## src/rtl/fetch_stall_ctrl_pkg.sv

```systemverilog
// Shared CPU constants for the fetch stage: FSM encoding, NOP word,
// PC step and the stall run-length timeout threshold.
package fetch_stall_ctrl_pkg;

    typedef enum logic [1:0] {
        ST_BOOT    = 2'd0,
        ST_RUN     = 2'd1,
        ST_STALLED = 2'd2
    } fetch_state_t;

    localparam logic [31:0] NOP_INSTR      = 32'h0000_0000;
    localparam logic [31:0] PC_INCR        = 32'd4;
    localparam logic [3:0]  TIMEOUT_THRESH = 4'd15;

    function automatic logic [31:0] next_pc(input logic [31:0] pc);
        return pc + PC_INCR;
    endfunction

endpackage

```

## src/rtl/fetch_stall_ctrl_sat_counter16.sv

```systemverilog
// 16-bit event counter that sticks at 0xFFFF instead of wrapping.
// Synchronous active-low reset.
module sat_counter16 (
    input  logic        clk,
    input  logic        rst_n,
    input  logic        inc,
    output logic [15:0] count
);

    always_ff @(posedge clk) begin
        if (!rst_n) begin
            count <= 16'h0000;
        end else if (inc && (count != 16'hFFFF)) begin
            count <= count + 16'h0001;
        end
    end

endmodule

```

## src/rtl/fetch_stall_ctrl.sv

```systemverilog
// Fetch-stage PC and IF/ID register control with stall/flush handling,
// stall/flush statistics and a sticky long-stall timeout flag.
module fetch_stall_ctrl (
    input  logic        clk_i,
    input  logic        rst_i,
    input  logic        stall_pc_i,
    input  logic        stall_ifid_i,
    input  logic        flush_i,
    input  logic [31:0] target_i,
    input  logic [31:0] instr_i,
    output logic [31:0] pc_o,
    output logic [31:0] ifid_pc4_o,
    output logic [31:0] ifid_instr_o,
    output logic        ifid_valid_o,
    output logic [15:0] stall_cnt_o,
    output logic [15:0] flush_cnt_o,
    output logic        timeout_o
);

    import fetch_stall_ctrl_pkg::*;

    fetch_state_t state_q, state_d;
    logic [31:0]  pc_q, pc_d;
    logic [31:0]  ifid_pc4_q, ifid_pc4_d;
    logic [31:0]  ifid_instr_q, ifid_instr_d;
    logic         ifid_valid_q, ifid_valid_d;
    logic [3:0]   run_len_q, run_len_d;
    logic         timeout_q, timeout_d;
    logic         stall_inc;
    logic         flush_inc;

    always_ff @(posedge clk_i) begin
        if (!rst_i) begin
            state_q <= ST_BOOT;
        end else begin
            state_q <= state_d;
        end
    end

    // Datapath registers share the FSM's reset so a reset mid-stall or
    // mid-flush leaves nothing behind.
    always_ff @(posedge clk_i) begin
        if (!rst_i) begin
            pc_q         <= 32'h0;
            ifid_pc4_q   <= 32'h0;
            ifid_instr_q <= NOP_INSTR;
            ifid_valid_q <= 1'b0;
            run_len_q    <= 4'h0;
            timeout_q    <= 1'b0;
        end else begin
            pc_q         <= pc_d;
            ifid_pc4_q   <= ifid_pc4_d;
            ifid_instr_q <= ifid_instr_d;
            ifid_valid_q <= ifid_valid_d;
            run_len_q    <= run_len_d;
            timeout_q    <= timeout_d;
        end
    end

    always_comb begin
        state_d      = state_q;
        pc_d         = pc_q;
        ifid_pc4_d   = ifid_pc4_q;
        ifid_instr_d = ifid_instr_q;
        ifid_valid_d = ifid_valid_q;
        run_len_d    = run_len_q;
        timeout_d    = timeout_q;
        stall_inc    = 1'b0;
        flush_inc    = 1'b0;

        case (state_q)
            ST_BOOT: begin
                state_d      = ST_RUN;
                ifid_pc4_d   = 32'h0;
                ifid_instr_d = NOP_INSTR;
                ifid_valid_d = 1'b0;
                run_len_d    = 4'h0;
            end
            default: begin
                if (flush_i) begin
                    state_d      = ST_RUN;
                    pc_d         = target_i;
                    ifid_pc4_d   = 32'h0;
                    ifid_instr_d = NOP_INSTR;
                    ifid_valid_d = 1'b0;
                    run_len_d    = 4'h0;
                    flush_inc    = 1'b1;
                end else begin
                    if (!stall_pc_i) begin
                        pc_d = next_pc(pc_q);
                    end
                    if (!stall_ifid_i) begin
                        state_d      = ST_RUN;
                        ifid_pc4_d   = next_pc(pc_q);
                        ifid_instr_d = instr_i;
                        ifid_valid_d = 1'b1;
                        run_len_d    = 4'h0;
                    end else begin
                        // Run length counts stalled cycles; the cycle that
                        // finds it already at threshold is the 16th in a row.
                        state_d   = ST_STALLED;
                        stall_inc = 1'b1;
                        if (run_len_q == TIMEOUT_THRESH) begin
                            timeout_d = 1'b1;
                        end else begin
                            run_len_d = run_len_q + 4'h1;
                        end
                    end
                end
            end
        endcase
    end

    sat_counter16 u_stall_cnt (
        .clk   (clk_i),
        .rst_n (rst_i),
        .inc   (stall_inc),
        .count (stall_cnt_o)
    );

    sat_counter16 u_flush_cnt (
        .clk   (clk_i),
        .rst_n (rst_i),
        .inc   (flush_inc),
        .count (flush_cnt_o)
    );

    assign pc_o         = pc_q;
    assign ifid_pc4_o   = ifid_pc4_q;
    assign ifid_instr_o = ifid_instr_q;
    assign ifid_valid_o = ifid_valid_q;
    assign timeout_o    = timeout_q;

endmodule

```

## config.mk

```make
export PLATFORM = sky130hd
export DESIGN_NAME = fetch_stall_ctrl
export DESIGN_NICKNAME = d
export VERILOG_FILES = /design/src/rtl/fetch_stall_ctrl_pkg.sv /design/src/rtl/fetch_stall_ctrl_sat_counter16.sv /design/src/rtl/fetch_stall_ctrl.sv
export SDC_FILE = /design/constraint.sdc
export NUM_CORES = 1
export LEC_CHECK = 0
export ABC_AREA = 1
export CORE_ASPECT_RATIO = 0.9
export CORE_UTILIZATION = 35
export DETAILED_ROUTE_END_ITERATION = 7
export GPL_TIMING_DRIVEN = 0
export SYNTH_ARGS = -nofsm -noshare
export SYNTH_HDL_FRONTEND = slang
export SYNTH_SLANG_ARGS = --single-unit
export TNS_END_PERCENT = 100
```

## constraint.sdc

```tcl
create_clock -name clk_i -period 1.77 [get_ports clk_i]
set_input_delay 0.354 -clock clk_i [delete_from_list [all_inputs] [get_ports clk_i]]
set_output_delay 0.354 -clock clk_i [all_outputs]
set_load 0.005 [all_outputs]
```

==> impl_metrics.py, run 1 <==
metrics = {
    "status": {
        "run_status": "complete, no violations",
    },
    "setup_path": {
        "cp_slowest_cell": "clkdlybuf4s50_1",
        "cp.arrival_ns": 1.38,
        "path_cells": "clkdlybuf4s50_1",
        "path_buf_inv": 1,
        "max_stage_delay_ns": 0.55,
        "crit_family": "buffers and inverters",
        "crit_type": "register to primary output",
        "start_kind": "register",
        "critPathMaxFanout": 5,
        "setup.worst_path.end_class": "primary output",
        "worst_ep_required_time_ns": 1.42,
    },
    "synth": {
        "yosys_warnings": 0,
        "synth_cell_types": 35,
        "syn_avg_cell_area_um2": 7.31,
        "synth_top_area_share_pct": 43.3,
        "synth_ff_type": "dfxtp_1",
        "synth_nets": 933,
        "synth_area_leaders": "dfxtp_1, nand2_1, a21oi_1",
        "yosysSeqAreaShare_pct": 43.3,
        "ys_ff_latch": 136,
        "synth_edf_count": 0,
        "ys_async_sr_fraction_pct": 0,
        "netlist_area_um2": 6290,
        "syn-instance-count": 860,
        "yosysTopAreaCell": "dfxtp_1",
    },
    "layout": {
        "syn_to_final_growth_pct": 49.4,
        "fillers": 1758,
        "n_antenna_cell": 0,
        "nets": 1156,
        "drive_above_1_share_pct": 14.3,
    },
    "pwr": {
        "finalPower_w": 0.00765,
        "p_per_area_nw_per_um2": 814,
        "vdd_drop_max_mv": 0.666,
        "power.leakage_nw": 3.63,
    },
    "timing": {
        "fmax_mhz": 577,
        "worst_slew_pin_slew_ns": 0.733,
        "fin_skew_ns": 0.0104,
        "maxSlewViolCount": 0,
        "fin_crit_ns": 1.73,
        "whs_ns": 0.357,
        "maxSlewHeadroom_pct": 51.1,
        "setup_violations": 0,
        "hold_viol": 0,
        "post-route-period-util_pct": 97.9,
    },
    "die": {
        "ios": 199,
        "die_area_um2": 18500,
        "num_rows": 46,
        "coreArea_um2": 17600,
        "initial_core_util_pct": 35.7,
        "die_h_um": 129,
        "die_x_um": 143,
    },
    "cts": {
        "cts-root-buf": "clkbuf_16",
        "clock_latency_ns": 0.43,
        "htree_levels": 4,
        "cts_sinks": 136,
        "cts.clk_slew.worst_paths_ns": 0.06,
        "cts_made_buffers": 17,
        "cts_tree": "built",
        "clock_path_buffers": 2,
    },
    "place": {
        "hpwl_mm": 14.9,
        "finalWeightedCongestion": 0.898,
        "portBuffers": 198,
    },
    "routing": {
        "avgRoutedWirePerCell_um": 15.2,
        "drc": 0,
        "drt-total-wl_mm": 20.3,
        "via_count": 6484,
        "viasPerCell": 4.85,
        "ant_nets": 0,
        "first_pass_iters": 6,
        "drtIter0Drc": 348,
    },
    "job": {
        "cap_violations": 0,
    },
    "grt": {
        "grtUsageTotal_pct": 21.5,
        "antenna_found_initial": 0,
        "gr-total-overflow": 0,
        "grt_pass1_wl_mm": 30.6,
        "grt_max_degree": 17,
        "grt_pass1_vias": 5816,
    },
    "min_path": {
        "min_path_type": "input port to register",
    },
}
## timing repair
| action | CTS | global route |
|---|---|---|
| resized for setup | 38 | 59 |
| pin swaps | 1 | 6 |
| hold buffers | 0 | 0 |
| setup buffers | 0 | 6 |
| endpoints found under the setup margin | 101 | 136 |
| gates cloned | 0 | 0 |
## Yosys cell counts (all sizes together), types with 2 or more instances
library cell,n
a21oi,84
a22o,40
buf,17
clkbuf,19
dfxtp,136
ha,4
inv,61
nand2,263
nand3,51
nand3b,4
nand4,13
nor2,75
nor3,14
o21ai,44
or2,2
xnor2,8
xor2,19
## registers in the layout, indices dropped and copies added, names as in the netlist
signal	count
ifid_instr_o	32
ifid_pc4_o	32
pc_o	32
u_flush_cnt.count	16
u_stall_cnt.count	16
run_len_q	4
state_q	2
ifid_valid_o	1
timeout_o	1
## kinds of logic after synthesis
logic type	count (synthesis)	share of synthesized area, %
adders and majority gates	4	0.796
AOI/OAI and AO/OA	172	16.8
and+or+nand+nor	423	28.9
DFF	136	43.3
buffers and inverters	98	6.45
xor gates and xnor gates	27	3.76
## stage by stage
| step | TNS (ns) | area (µm²) | cells | worst slack, ns | util (%) |
|---|---|---|---|---|---|
| after floorplan | 0 | 6290 | 860 | 0.188 | - |
| after global placement | -51.31 | 8570 | 1298 | -0.645 | 48.7 |
| after detailed placement | -55.79 | 8570 | 1298 | -0.674 | 48.7 |
| after CTS | 0 | 9220 | 1330 | 0.00148 | 52.3 |
| after global routing | -0.0218 | 9390 | 1336 | -0.00858 | 53.3 |
| final | 0 | 9390 | 1336 | 0.0364 | 53.3 |
## cell type report
type	count	area [µm²]	share of cell area (%)
Tap cell	240	300	3.20
Timing Repair Buffer	204	2050	21.8
Multi-Input combinational cell	626	3220	34.3
Clock buffer	17	425	4.53
Sequential cell	136	2800	29.8
Inverter	62	234	2.49
Clock inverter	15	159	1.69
Buffer	36	213	2.26
## final timing paths
kind	startpoint	to	slack, ns	cells after the start
setup / recovery	pc_o[7]	pc_o[7]	0.04	1
hold / removal	rst_i	pc_o[31]	0.36	3
setup reg to reg	u_flush_cnt.count[2]	u_flush_cnt.count[9]	0.12	9
hold reg to reg	ifid_pc4_o[31]	ifid_pc4_o[31]	0.45	2
## cells in the final DEF (no fill, tap or decap), drive strengths merged
master / instances
ha: 4
clkbuf: 44
dfxtp: 136
and2: 1
clkinv: 3
o21ai: 44
xnor2: 8
clkinvlp: 3
nand4: 13
dlymetal6s2s: 3
bufinv: 1
buf: 15
a31oi: 1
a221oi: 1
o21a: 1
nand3: 51
a22o: 40
nand2: 263
nor3: 14
a21oi: 84
clkdlybuf4s50: 195
nor2: 75
inv: 70
nand3b: 4
xor2: 19
or2: 2
o21bai: 1
## where the power goes
group          switching, W  leakage, nW  internal (W)  total [W]
registers          0.000121         1.13       0.00317    0.00329
logic              0.000373         2.23      0.000427   0.000800
clock network       0.00156        0.279       0.00200    0.00356
total               0.00205         3.63       0.00559    0.00765
## layer usage
metal	global-route usage, %	wire length (µm)
met5	0	0
met4	5.44	133
met3	6.39	1510
met2	33.5	9120
met1	29.1	9540
(Power assumes the default switching activity.)
==> run 2, diff against run 1 <==
--- a/config.mk
+++ b/config.mk
@@ -7,6 +7,7 @@
 export LEC_CHECK = 0
 export ABC_AREA = 1
 export CORE_ASPECT_RATIO = 0.9
+export CORE_MARGIN = 1
 export CORE_UTILIZATION = 35
 export DETAILED_ROUTE_END_ITERATION = 7
 export GPL_TIMING_DRIVEN = 0
==> results of run 2 <==
The final DEF is identical to that of run 1; final timing and power are the same.
==> run 3, diff against run 2 <==
--- a/config.mk
+++ b/config.mk
@@ -13,5 +13,6 @@
 export GPL_TIMING_DRIVEN = 0
 export SYNTH_ARGS = -nofsm -noshare
 export SYNTH_HDL_FRONTEND = slang
+export SYNTH_HIERARCHICAL = 1
 export SYNTH_SLANG_ARGS = --single-unit
 export TNS_END_PERCENT = 100
==> impl_metrics.py, run 3 <==
metrics = {
    "cts": {
        "cts_made_buffers": 17,
        "post-cts-setup-buffer-count": 0,
        "htree_levels": 4,
        "hold_buffers": 0,
        "cts_sinks": 136,
        "cts-root-buf": "clkbuf_16",
        "clock_path_buffers": 2,
        "cts_tree": "built",
        "clock_latency_ns": 0.42,
        "cts.clk_slew.worst_paths_ns": 0.06,
    },
    "layout": {
        "layout_common_cells": "nand2_1, clkdlybuf4s50_1, nor2_1",
        "multi_input_area_um2": 3370,
        "drive_above_1_share_pct": 14.6,
        "syn_to_final_growth_pct": 45.3,
        "regArea_um2": 2770,
        "fillers": 1744,
        "n_antenna_cell": 0,
        "final_core_util_pct": 52.7,
        "mostFrequentLayoutCell": "nand2_1",
        "nets": 1164,
        "fin_area_um2": 9440,
    },
    "pwr": {
        "p_per_area_nw_per_um2": 825,
        "vdd_drop_max_mv": 0.644,
        "power.leakage_nw": 3.79,
    },
    "synth": {
        "synth_common_cells": "nand2_1, dfxtp_1, nor2_1",
        "netlist_area_um2": 6500,
        "ys_async_sr_fraction_pct": 0,
        "synth_nets": 948,
        "yosysMostFrequentCell": "nand2_1",
        "syn-instance-count": 875,
        "syn_avg_cell_area_um2": 7.43,
        "ys_ff_latch": 136,
        "yosysSeqAreaShare_pct": 41.9,
        "synth_cell_types": 36,
        "synth_area_leaders": "dfxtp_1, nand2_1, nor2_1",
        "yosys_warnings": 6,
        "synth_ff_type": "dfxtp_1",
        "yosysTopAreaCell": "dfxtp_1",
        "synth_edf_count": 0,
        "synth_top_area_share_pct": 41.9,
    },
    "setup_path": {
        "crit_family": "buffers and inverters",
        "path_buf_inv": 1,
        "worst_ep_required_time_ns": 1.42,
        "setup.worst_path.end_class": "primary output",
        "crit_type": "register to primary output",
        "max_stage_delay_ns": 0.57,
        "cp.arrival_ns": 1.38,
        "start_kind": "register",
        "cp_slowest_cell": "clkdlybuf4s50_1",
        "path_cells": "clkdlybuf4s50_1",
        "critPathMaxFanout": 5,
    },
    "die": {
        "die_h_um": 131,
        "ios": 199,
        "initial_core_util_pct": 36.3,
        "num_rows": 46,
        "die_x_um": 146,
        "die_area_um2": 19100,
        "coreArea_um2": 17900,
    },
    "grt": {
        "grt_pass1_wl_mm": 31.0,
        "grt_max_degree": 17,
        "grt_pass1_vias": 5916,
        "gr-total-overflow": 0,
        "grtUsageTotal_pct": 20.4,
        "antenna_found_initial": 0,
    },
    "routing": {
        "drc": 0,
        "first_pass_iters": 5,
        "viasPerCell": 4.74,
        "drt-total-wl_mm": 19.3,
        "ant_nets": 0,
        "via_count": 6368,
        "avgRoutedWirePerCell_um": 14.4,
        "drtIter0Drc": 290,
    },
    "timing": {
        "fin_crit_ns": 1.73,
        "setup_slack_ns": 0.0404,
        "maxSlewHeadroom_pct": 57.7,
        "rsz0062_at_grt": "yes",
        "fin_skew_ns": 0.0133,
        "post-route-period-util_pct": 97.7,
        "worst_slew_pin_slew_ns": 0.634,
        "setup_violations": 0,
        "fin_tns_setup_ns": 0,
        "fmax_mhz": 578,
        "maxSlewViolCount": 0,
        "hold_viol": 0,
    },
    "place": {
        "hpwl_mm": 14.5,
        "finalWeightedCongestion": 0.857,
        "portBuffers": 197,
        "placed_cell_area_um2": 8770,
        "post-place-ws_ns": -0.655,
    },
    "status": {
        "run_status": "complete, no violations",
    },
    "job": {
        "cap_violations": 0,
    },
    "min_path": {
        "min_path_type": "input port to register",
    },
}
run 3: through the flow:
| stage | hold WS [ns] | total power [W] | std cells |
|---|---|---|---|
| floorplan | 0.446 | 0.00368 | 875 |
| global placement | 0.440 | 0.00416 | 1312 |
| detailed placement | 0.441 | 0.00416 | 1312 |
| CTS | 0.354 | 0.00787 | 1344 |
| global route | 0.387 | 0.00810 | 1344 |
| finish | 0.370 | 0.00779 | 1344 |
run 3: cell type report:
class / instances / share of cell area (%)
multi-input combinational: 654 / 35.6
sequential: 136 / 29.4
timing repair buffer: 197 / 20.8
clock buffer: 21 / 4.88
tap: 240 / 3.18
buffer: 34 / 2.52
inverter: 51 / 2.03
clock inverter: 11 / 1.54
run 3: kinds of logic (layout without fill, tap and decap cells):
family / Yosys count / in the layout / synth area share (%)
buffers and inverters: 85 / 314 / 6.61
adders and majority gates: 4 / 4 / 0.770
DFF: 136 / 136 / 41.9
AOI/OAI and AO/OA: 156 / 156 / 14.7
xor gates and xnor gates: 15 / 15 / 2.25
and+or+nand+nor: 479 / 479 / 33.8
run 3: worst min-delay path, cell delays in order:
cell      delay, ns
clkbuf_2       0.21
o21ai_0        0.13
a31oi_1        0.04
run 3: layer usage:
metal  vias up  GRT usage (%)  share of wire, %
met5         -              0                 0
met2       184           32.3                46
met3        10           6.35               6.5
li1       3279              -                 -
met1      2895           27.0                47
met4         0           4.62              0.67
run 3: final timing paths:
| check | slack, ns | end | start | cells past startpoint |
|---|---|---|---|---|
| max | 0.04 | pc_o[12] | pc_o[12] | 1 |
| min | 0.37 | pc_o[3] | rst_i | 3 |
| max reg2reg | 0.10 | pc_o[24] | pc_o[2] | 9 |
| min reg2reg | 0.45 | ifid_pc4_o[15] | ifid_pc4_o[15] | 2 |
run 3: power by group:
| part | switching (W) | leakage (nW) | internal, W |
|---|---|---|---|
| clock network | 0.00140 | 0.290 | 0.00229 |
| registers | 0.000123 | 1.12 | 0.00317 |
| logic | 0.000369 | 2.37 | 0.000437 |
| total | 0.00189 | 3.79 | 0.00590 |
run 3: repair_timing:
item,CTS,global route
gates resized for setup,17,35
setup endpoints to repair,86,50
pin swaps,0,1
